[config.mk]
export PLATFORM = sky130hd
export DESIGN_NAME = pwm
export DESIGN_NICKNAME = d
export VERILOG_FILES = /design/src/rtl/pwm.sv
export SDC_FILE = /design/constraint.sdc
export NUM_CORES = 1
export LEC_CHECK = 0
export ABC_AREA = 1
export BUFFER_PORTS_ARGS = -buffer_cell sky130_fd_sc_hd__buf_2
export CORE_AREA = 2 2 39 41
export DETAILED_ROUTE_END_ITERATION = 12
export DIE_AREA = 0 0 41 43
export PLACE_DENSITY = 0.61
export SLEW_MARGIN = 20
export SYNTH_ARGS = -nofsm -noshare
export SYNTH_HDL_FRONTEND = slang
export SYNTH_SLANG_ARGS = --single-unit
export TNS_END_PERCENT = 5
[constraint.sdc]
create_clock -name CLK -period 3.1 [get_ports CLK]
set_input_delay 0.31 -clock CLK [delete_from_list [all_inputs] [get_ports CLK]]
set_output_delay 0.31 -clock CLK [all_outputs]
set_load 0.01 [all_outputs]
[src/rtl/pwm.sv]
`default_nettype none
// ============================================================================
// Module   : pwm
// Purpose  : Fixed-period PWM generator with synchronised duty input and
//            optional period-boundary duty load (macro PWM_SYNC_LOAD_EN).
// Revision : 1.0 - initial release
// ============================================================================
module pwm #(
    parameter int WIDTH    = 4,
    parameter int PRESCALE = 1
) (
    input  logic             CLK,
    input  logic             RST,
    input  logic [WIDTH-1:0] Input,
    output logic             OUT
);

    localparam int PRE_W = (PRESCALE > 1) ? $clog2(PRESCALE) : 1;

    logic [WIDTH-1:0] sync1;
    logic [WIDTH-1:0] sync2;
    logic [WIDTH-1:0] cnt;
    logic [WIDTH-1:0] duty;
    logic             tick;
    logic             period_end;

    always_ff @(posedge CLK or negedge RST) begin
        if (!RST) begin
            sync1 <= '0;
            sync2 <= '0;
        end else begin
            sync1 <= Input;
            sync2 <= sync1;
        end
    end

    generate
        if (PRESCALE > 1) begin : g_pre
            logic [PRE_W-1:0] pre;
            always_ff @(posedge CLK or negedge RST) begin
                if (!RST) begin
                    pre <= '0;
                end else if (pre == PRE_W'(PRESCALE - 1)) begin
                    pre <= '0;
                end else begin
                    pre <= pre + 1'b1;
                end
            end
            assign tick = (pre == PRE_W'(PRESCALE - 1));
        end else begin : g_nopre
            assign tick = 1'b1;
        end
    endgenerate

    assign period_end = tick && (cnt == {WIDTH{1'b1}});

    always_ff @(posedge CLK or negedge RST) begin
        if (!RST) begin
            cnt <= '0;
        end else if (tick) begin
            cnt <= cnt + 1'b1;
        end
    end

`ifdef PWM_SYNC_LOAD_EN
    // Shadow load only as the counter wraps, so a period is never cut short.
    always_ff @(posedge CLK or negedge RST) begin
        if (!RST) begin
            duty <= '0;
        end else if (period_end) begin
            duty <= sync2;
        end
    end
`else
    always_ff @(posedge CLK or negedge RST) begin
        if (!RST) begin
            duty <= '0;
        end else begin
            duty <= sync2;
        end
    end
    logic unused_period_end;
    assign unused_period_end = period_end;
`endif

    always_ff @(posedge CLK or negedge RST) begin
        if (!RST) begin
            OUT <= 1'b0;
        end else begin
            OUT <= (cnt < duty);
        end
    end

endmodule
`default_nettype wire

* After elaboration in Yosys (flattened, before gate mapping) *
Index checks and enable logic that the tools add are counted.
Widths: inputs -> output; s select.

cells by class
  add/subtract/negate cells = 1
  multipliers = 0
  divide/modulo/power cells = 0
  order comparisons = 1
  equal/unequal tests = 0
  shifts and indexed selects = 0
  mux-type cells = 0
  bitwise logic cells = 0
  reductions and logical operators = 0

operators with widths
  operator             count
  $add 4x1->4 const B  1
  $lt 4x4->1           1

storage, ports and cells
  register bits after elaboration = 17
  bits in latches = 0
  memory bits (writable) = 0
  memory bits (read-only) = 0
  input bits = 6
  output and inout bits = 1
  logic and storage cells = 7
  memories = 0

* Longest topological paths before layout *
Gate-level depths: netlist of the first run.

  word-level depth = 1
  depth in mapped cells = 5
  mapped depth without buffers = 5

* Worst setup path before layout of the first run *
OpenSTA, ideal clock, no wires.

  path kind = register to register
  start = reg cnt[3]
  end = reg OUT
  arrival time = 0.932 ns
  required time = 3.027 ns
  setup slack = 2.095 ns
  cell stages (with the launch flop) = 4
  period minus slack after synthesis = 1.005 ns
  path through = dfrtp_1 > ha_1 > a21o_1 > a21oi_2

on the way
  word-level cells in the longest chain between the ends = 1

ends and longest elaborated chain
  item                    RTL line  text
  from (decl)             22        logic [WIDTH-1:0] cnt;
  from (signal assigned)  61        cnt <= cnt + 1'b1;
  $lt 4x4->1              90        OUT <= (cnt < duty);
  to (signal assigned)    90
  to (decl)               15        output logic OUT

Every way passes these cells.

* Worst setup path in the final report of the first run *
  start = reg OUT
  end = out OUT

No word-level cell between the ends.

==> results of run 1 <==
==> kinds of logic (layout without fill, tap and decap cells) <==
| kind of cell | count (synthesis) | count (layout) | share of synthesized area [%] |
|---|---|---|---|
| AOI/OAI and AO/OA | 2 | 2 | 2.949 |
| xor gates and xnor gates | 2 | 2 | 3.175 |
| adders and majority gates | 4 | 4 | 9.071 |
| buffers and inverters | 6 | 17 | 4.081 |
| DFF | 17 | 17 | 77.10 |
| and+or+nand+nor | 5 | 5 | 3.626 |
==> how the worst min path moves through the flow <==
stage                               endpoint  slack (ns)  cells after the start
final                     sync1[2]$_DFF_PN0_        0.13                      1
after global routing      sync1[3]$_DFF_PN0_        0.12                      1
after CTS                 sync1[1]$_DFF_PN0_        0.13                      1
after detailed placement  sync1[2]$_DFF_PN0_        0.24                      1
after global placement    sync1[2]$_DFF_PN0_        0.22                      1
after floorplan                OUT$_DFF_PN0_        0.01                      0
==> what timing repair did <==
| item | in CTS | in global routing |
|---|---|---|
| hold endpoints to repair | 17 | 0 |
| setup buffers | 0 | 0 |
| hold buffers | 1 | 0 |
| gates resized for setup | 0 | 0 |
==> layout by cell type, fill, tap and decap left out, types with 3 or more instances in the layout <==
cell type,Yosys,routed
ha_1,4,4
buf_2,0,6
inv_1,5,5
nand2_1,4,4
clkbuf_4,0,3
dfrtp_1,17,17
==> registers in the layout, indices dropped and copies added (netlist names) <==
register,flops
duty,4
OUT,1
sync2,4
sync1,4
cnt,4
==> area by class of cell <==
| class | count | share of cell area [%] |
|---|---|---|
| inverter | 6 | 3.529 |
| sequential | 17 | 66.67 |
| timing repair buffer | 7 | 6.275 |
| tap | 16 | 3.137 |
| clock buffer | 4 | 4.118 |
| multi-input combinational | 13 | 16.27 |
==> cell usage after synthesis <==
cell / n
dfrtp_1: 17
a21o_1: 1
a21oi_2: 1
ha_1: 4
nand3_1: 1
nand2_1: 4
inv_2: 1
xnor2_1: 1
xor2_1: 1
inv_1: 5
==> report_power, final <==
part | internal [mW] | switching [mW]
sequential | 0.230 | 0.00214
clock | 0.0498 | 0.0609
combinational | 0.00496 | 0.00728
total | 0.284 | 0.0703
==> stage by stage <==
| step | hold slack, ns | power (mW) |
|---|---|---|
| 2_1_floorplan | 0.01441 | 0.2392 |
| 3_3_place_gp | 0.2247 | 0.2465 |
| 3_5_place_dp | 0.2431 | 0.2484 |
| 4_1_cts | 0.1298 | 0.3582 |
| 5_1_grt | 0.1169 | 0.3734 |
| 6_report | 0.1338 | 0.3548 |
==> layer usage <==
layer	wire length (um)	vias up	global-route usage (%)
li1	-	130	-
met1	270	135	11.15
met2	378	7	18.13
met3	34	0	4.712
met4	0	0	6.000
met5	0	-	0
==> key figures, run 1 <==
Final layout
  – P&R area growth vs syn: 15.65%
  – ANT cells: 0
  – Layout Cells excl Fill: 63
  – Share of layout cells above drive strength 1: a little under a quarter
  – Final Util: 46.11%
  – Multi-input combinational cell area: 103.9 sq um
  – Filler cell count: roughly 130
  – Fin area: 638.1 sq um
  – Register area: 425.4 sq um
  – NumNets Final: 58

CTS
  – Clk pin slew, worst setup/hold paths: roughly 0.09 ns
  – TritonCTS Buffers: 3
  – Clock Tree Buf Depth: 2
  – TritonCTS clock tree: yes
  – Root buffer cell: clkbuf_4
  – H-Tree Depth: 1
  – Clk_lat worst skew: 0.27 ns
  – CTS sink count: 17

Synth
  – Synth top area cells: dfrtp_1 (77%), ha_1 (9.1%), inv_1 (3.4%)
  – Avg Inst Size Synth: 15.33 sq um
  – Largest area contributor in the netlist: dfrtp_1
  – Synthesized flop and latch total: 17
  – Post-synthesis sequential area ratio: 77.10%
  – Synth top area share: 77.10%
  – Mapped cell area: about 550 sq um
  – Syn Inst Count: 36
  – Syn nets: 46
  – Unique masters post-synth: 10
  – Yosys Warn Count: 0

Routing
  – 1st-pass router iterations: 2
  – Vias: 272
  – Post-route DRC violation count: 0
  – Final WL: 684 um
  – Vias per inst: 4.317
  – Initial drt markers: 1
  – Detail Route Antenna Nets: 0
  – WL/cell: 10.86 um

STA
  – Max Fclk: 928.9 MHz
  – Worst slew pin tran: 0.3604 ns
  – Slew headroom: roughly three quarters
  – Setup TNS: 0 ns
  – PnR worst setup slack: 2.024 ns
  – Final worst-path cycle share: between 30% and 40%
  – Final Max Slew Viols: 0
  – Final setup viols: 0
  – Tmin final: 1.077 ns
  – RSZ-0062 raised after global routing: false
  – Clk_skew: 0.001970 ns
  – Final hold vios: 0

Worst setup path
  – CP max-delay cell: dfrtp_1
  – Reg2Reg Setup Slack: 2.04 ns
  – Worst path max stage delay: 0.36 ns
  – Worst EP required: 2.79 ns
  – Levels on crit path: 1
  – Termination of the worst setup path: OUT
  – CP bufs+invs: 1
  – Worst Path Max Fanout: 1
  – CP Capture Type: primary output
  – Family with the most delay on the worst path: flip-flops
  – Cell breakdown of the critical path: buf_2
  – Crit Path Class: reg2out
  – Worst r2r dst: OUT$_DFF_PN0_
  – Worst EP arrival: 0.77 ns
  – CP Launch Point: OUT$_DFF_PN0_
  – R2R depth: 3
  – Reg-to-Reg Start: cnt[3]$_DFF_PN0_
  – Startpoint class of the critical path: flip-flop

Global route
  – Vias in the first global route: 328
  – Total GRT Usage: 11.11%
  – Total congestion overflow: 0
  – Pin count of the biggest net entering global routing: 18
  – Initial antenna violation count: 0
  – First-pass GRT wire length: 1.214 mm

Floorplanning
  – Die X: between 40 and 50 um
  – Placement row count: 14
  – Core area: 1384 sq um
  – Die ar.: 1763 sq um
  – # IOs: 7
  – Initial cell density of the core: 39.87%
  – Die Height: 43 um

Power
  – PD cells: 556.0 nW/um^2
  – Max IR drop VDD: about 0.26 mV
  – Leak: 0.3433 nW

Place
  – Placed standard-cell area: 601.8 sq um
  – Final HPWL DP: 520.4 um
  – Cell Count Post-Placement: 58
  – Post-Place Worst Slack: just over 2 ns
  – Port bufs: 6
  – RePlAce Congestion: ~0.61

Min path
  – Critical hold path startpoint: Input[2]
  – Hold Crit Class: in2reg

Job
  – Max_cap viols: 0

Outcome
  – Status: finished, final reports clean
No activity file was read; power rests on OpenSTA's default activity.
==> run 2: changes to the inputs <==
==> constraint.sdc (replaced) <==
create_clock -name CLK -period 1.1 [get_ports CLK]
set_input_delay 0.11 -clock CLK [delete_from_list [all_inputs] [get_ports CLK]]
set_output_delay 0.11 -clock CLK [all_outputs]
set_load 0.01 [all_outputs]
==> run 2 against run 1 <==
  * Clock power rose to 2.8 times the previous value
  * Via count is 7.0% higher
  * Die area is the same
  * Critical endpoint is now OUT$_DFF_PN0_
  * Wire length rose by 1.8%
==> key figures, run 2 (synthesis results as in run 1) <==
Floorplanning
  – Die Height: 43 um (unchanged)
  – # IOs: 7 (unchanged)
  – Die ar.: 1763 sq um (unchanged)
  – Placement row count: 14 (unchanged)
  – Die X: 41 um (unchanged)
  – Initial cell density of the core: 39.87% (unchanged)
  – Core area: 1384 sq um (unchanged)

CTS
  – Clock Tree Buf Depth: 2 (unchanged)
  – TritonCTS Buffers: 3 (unchanged)
  – Clk_lat worst skew: 0.27 ns (about the same)
  – TritonCTS clock tree: yes (unchanged)
  – H-Tree Depth: 1 (unchanged)
  – Resize count post-CTS: 0 (unchanged)
  – Setup bufs post-CTS: 0 (unchanged)
  – Root buffer cell: clkbuf_4 (unchanged)
  – Clk pin slew, worst setup/hold paths: 0.09 ns (about the same)
  – CTS sink count: 17 (unchanged)

Worst setup path
  – Startpoint class of the critical path: flip-flop (unchanged)
  – Worst Path Max Fanout: 2 (was 1)
  – R2R depth: 3 (unchanged)
  – Worst EP required: 1.31 ns (was 2.79 ns)
  – Crit Path Class: reg2reg (was reg2out)
  – CP Capture Type: flip-flop (was primary output)
  – Worst EP arrival: 1.25 ns (was 0.77 ns)

Global route
  – Vias in the first global route: 322 (was 328)
  – Initial antenna violation count: 0 (unchanged)
  – Total GRT Usage: 11.01% (was 11.11%)
  – Pin count of the biggest net entering global routing: 18 (unchanged)
  – First-pass GRT wire length: 1.200 mm (was 1.214 mm)
  – Total congestion overflow: 0 (unchanged)

STA
  – Setup TNS: 0 ns (unchanged)
  – Worst slew pin tran: 0.3592 ns (was 0.3604 ns)
  – Max Fclk: 965.9 MHz
  – Tmin final: 1.035 ns
  – Final setup viols: 0 (unchanged)
  – Clk_skew: 0.0004177 ns (was 0.001970 ns)
  – PnR worst setup slack: 0.06468 ns (was 2.024 ns)
  – Final Max Slew Viols: 0 (unchanged)
  – Final hold vios: 0 (unchanged)
  – Hold slack: 0.2698 ns (was 0.1338 ns)
  – Final worst-path cycle share: a little over nine tenths
  – RSZ-0062 raised after global routing: false (unchanged)
  – Slew headroom: 76.05% (was 75.98%)

Power
  – Power consumption: 1.009 mW (was 0.3548 mW)
  – PD cells: 1488 nW/um^2 (was 556.0 nW/um^2)
  – Max IR drop VDD: 0.7314 mV (was 0.2623 mV)
  – Leak: 0.3599 nW (was 0.3433 nW)

Outcome
  – Status: finished, final reports clean (unchanged)

Place
  – Port bufs: 6 (unchanged)
  – RePlAce Congestion: 0.6067 (unchanged)
  – Final HPWL DP: 520.4 um (unchanged)
  – Placed standard-cell area: 601.8 sq um (unchanged)
  – Post-Place Worst Slack: 0.05181 ns (was 2.052 ns)
  – Cell Count Post-Placement: 58 (unchanged)

Final layout
  – Share of layout cells above drive strength 1: 21.57% (was 23.40%)
  – Commonest non-fill, non-tap cell in the layout: dfrtp_1 (unchanged)
  – ANT cells: 0 (unchanged)
  – Most frequent cells in the layout: dfrtp_1 (17), buf_2 (6), inv_1 (5), dlygate4sd3_1 (5) (was dfrtp_1 (17), buf_2 (6), inv_1 (5))
  – Filler cell count: 127 (was 129)
  – Final Util: 49.01% (was 46.11%)
  – P&R area growth vs syn: 22.90% (was 15.65%)
  – Fin area: 678.2 sq um (was 638.1 sq um)
  – Layout Cells excl Fill: 67 (was 63)
  – NumNets Final: 62 (was 58)

Job
  – Max_cap viols: 0 (unchanged)

Routing
  – Post-route DRC violation count: 0 (unchanged)
  – Final WL: 696 um (was 684 um)
  – WL/cell: 10.39 um (was 10.86 um)
  – 1st-pass router iterations: 2 (unchanged)
  – Initial drt markers: 3 (was 1)
  – Vias: 291 (was 272)
  – Vias per inst: 4.343 (was 4.317)
  – Detail Route Antenna Nets: 0 (unchanged)

Min path
  – Hold Crit Class: in2async (was in2reg)
run 2: area by class of cell:
class	instances	area (sq um)	area share, %
repair buffers	11	80.08	11.81
inverters	6	22.52	3.321
flip-flops and latches	17	425.4	62.73
clock buffers	4	26.28	3.875
multi-input cells	13	103.9	15.31
well taps	16	20.02	2.952
run 2: path summary, 6_finish.rpt:
kind	to	slack, ns	start
max reg2reg	OUT$_DFF_PN0_	0.06	cnt[3]$_DFF_PN0_
min in group CLK	duty[2]$_DFF_PN0_	0.35	sync2[2]$_DFF_PN0_
max	OUT$_DFF_PN0_	0.06	cnt[3]$_DFF_PN0_
min	sync1[2]$_DFF_PN0_	0.27	RST
max in group asynchronous	sync2[0]$_DFF_PN0_	0.57	RST
min reg2reg	duty[2]$_DFF_PN0_	0.35	sync2[2]$_DFF_PN0_
run 2: repair_timing:
action / 4_1_cts / 5_1_grt
endpoints found under the setup margin: 0 / 1
hold buffers: 5 / 0
hold endpoints to repair: 21 / 0
run 2: where the power goes:
part	switching, mW	leakage, nW	internal [mW]
logic	0.0220	0.144	0.0232
registers	0.00592	0.201	0.647
clock network	0.170	0.0150	0.140
total	0.198	0.360	0.811
run 2: worst max-delay path, stage by stage (launching register included):
cell,delay [ns]
dfrtp_1,0.40
ha_1,0.29
a21o_1,0.19
a21oi_2,0.09
run 2: routing by layer:
layer	global-route usage, %	vias up	share of wire, %	wire length, um
met1	10.79	145	38	262
met2	18.13	7	58	403
met3	4.712	0	4.5	31
li1	-	139	-	-
met4	6.000	0	0	0
met5	0	-	0	0
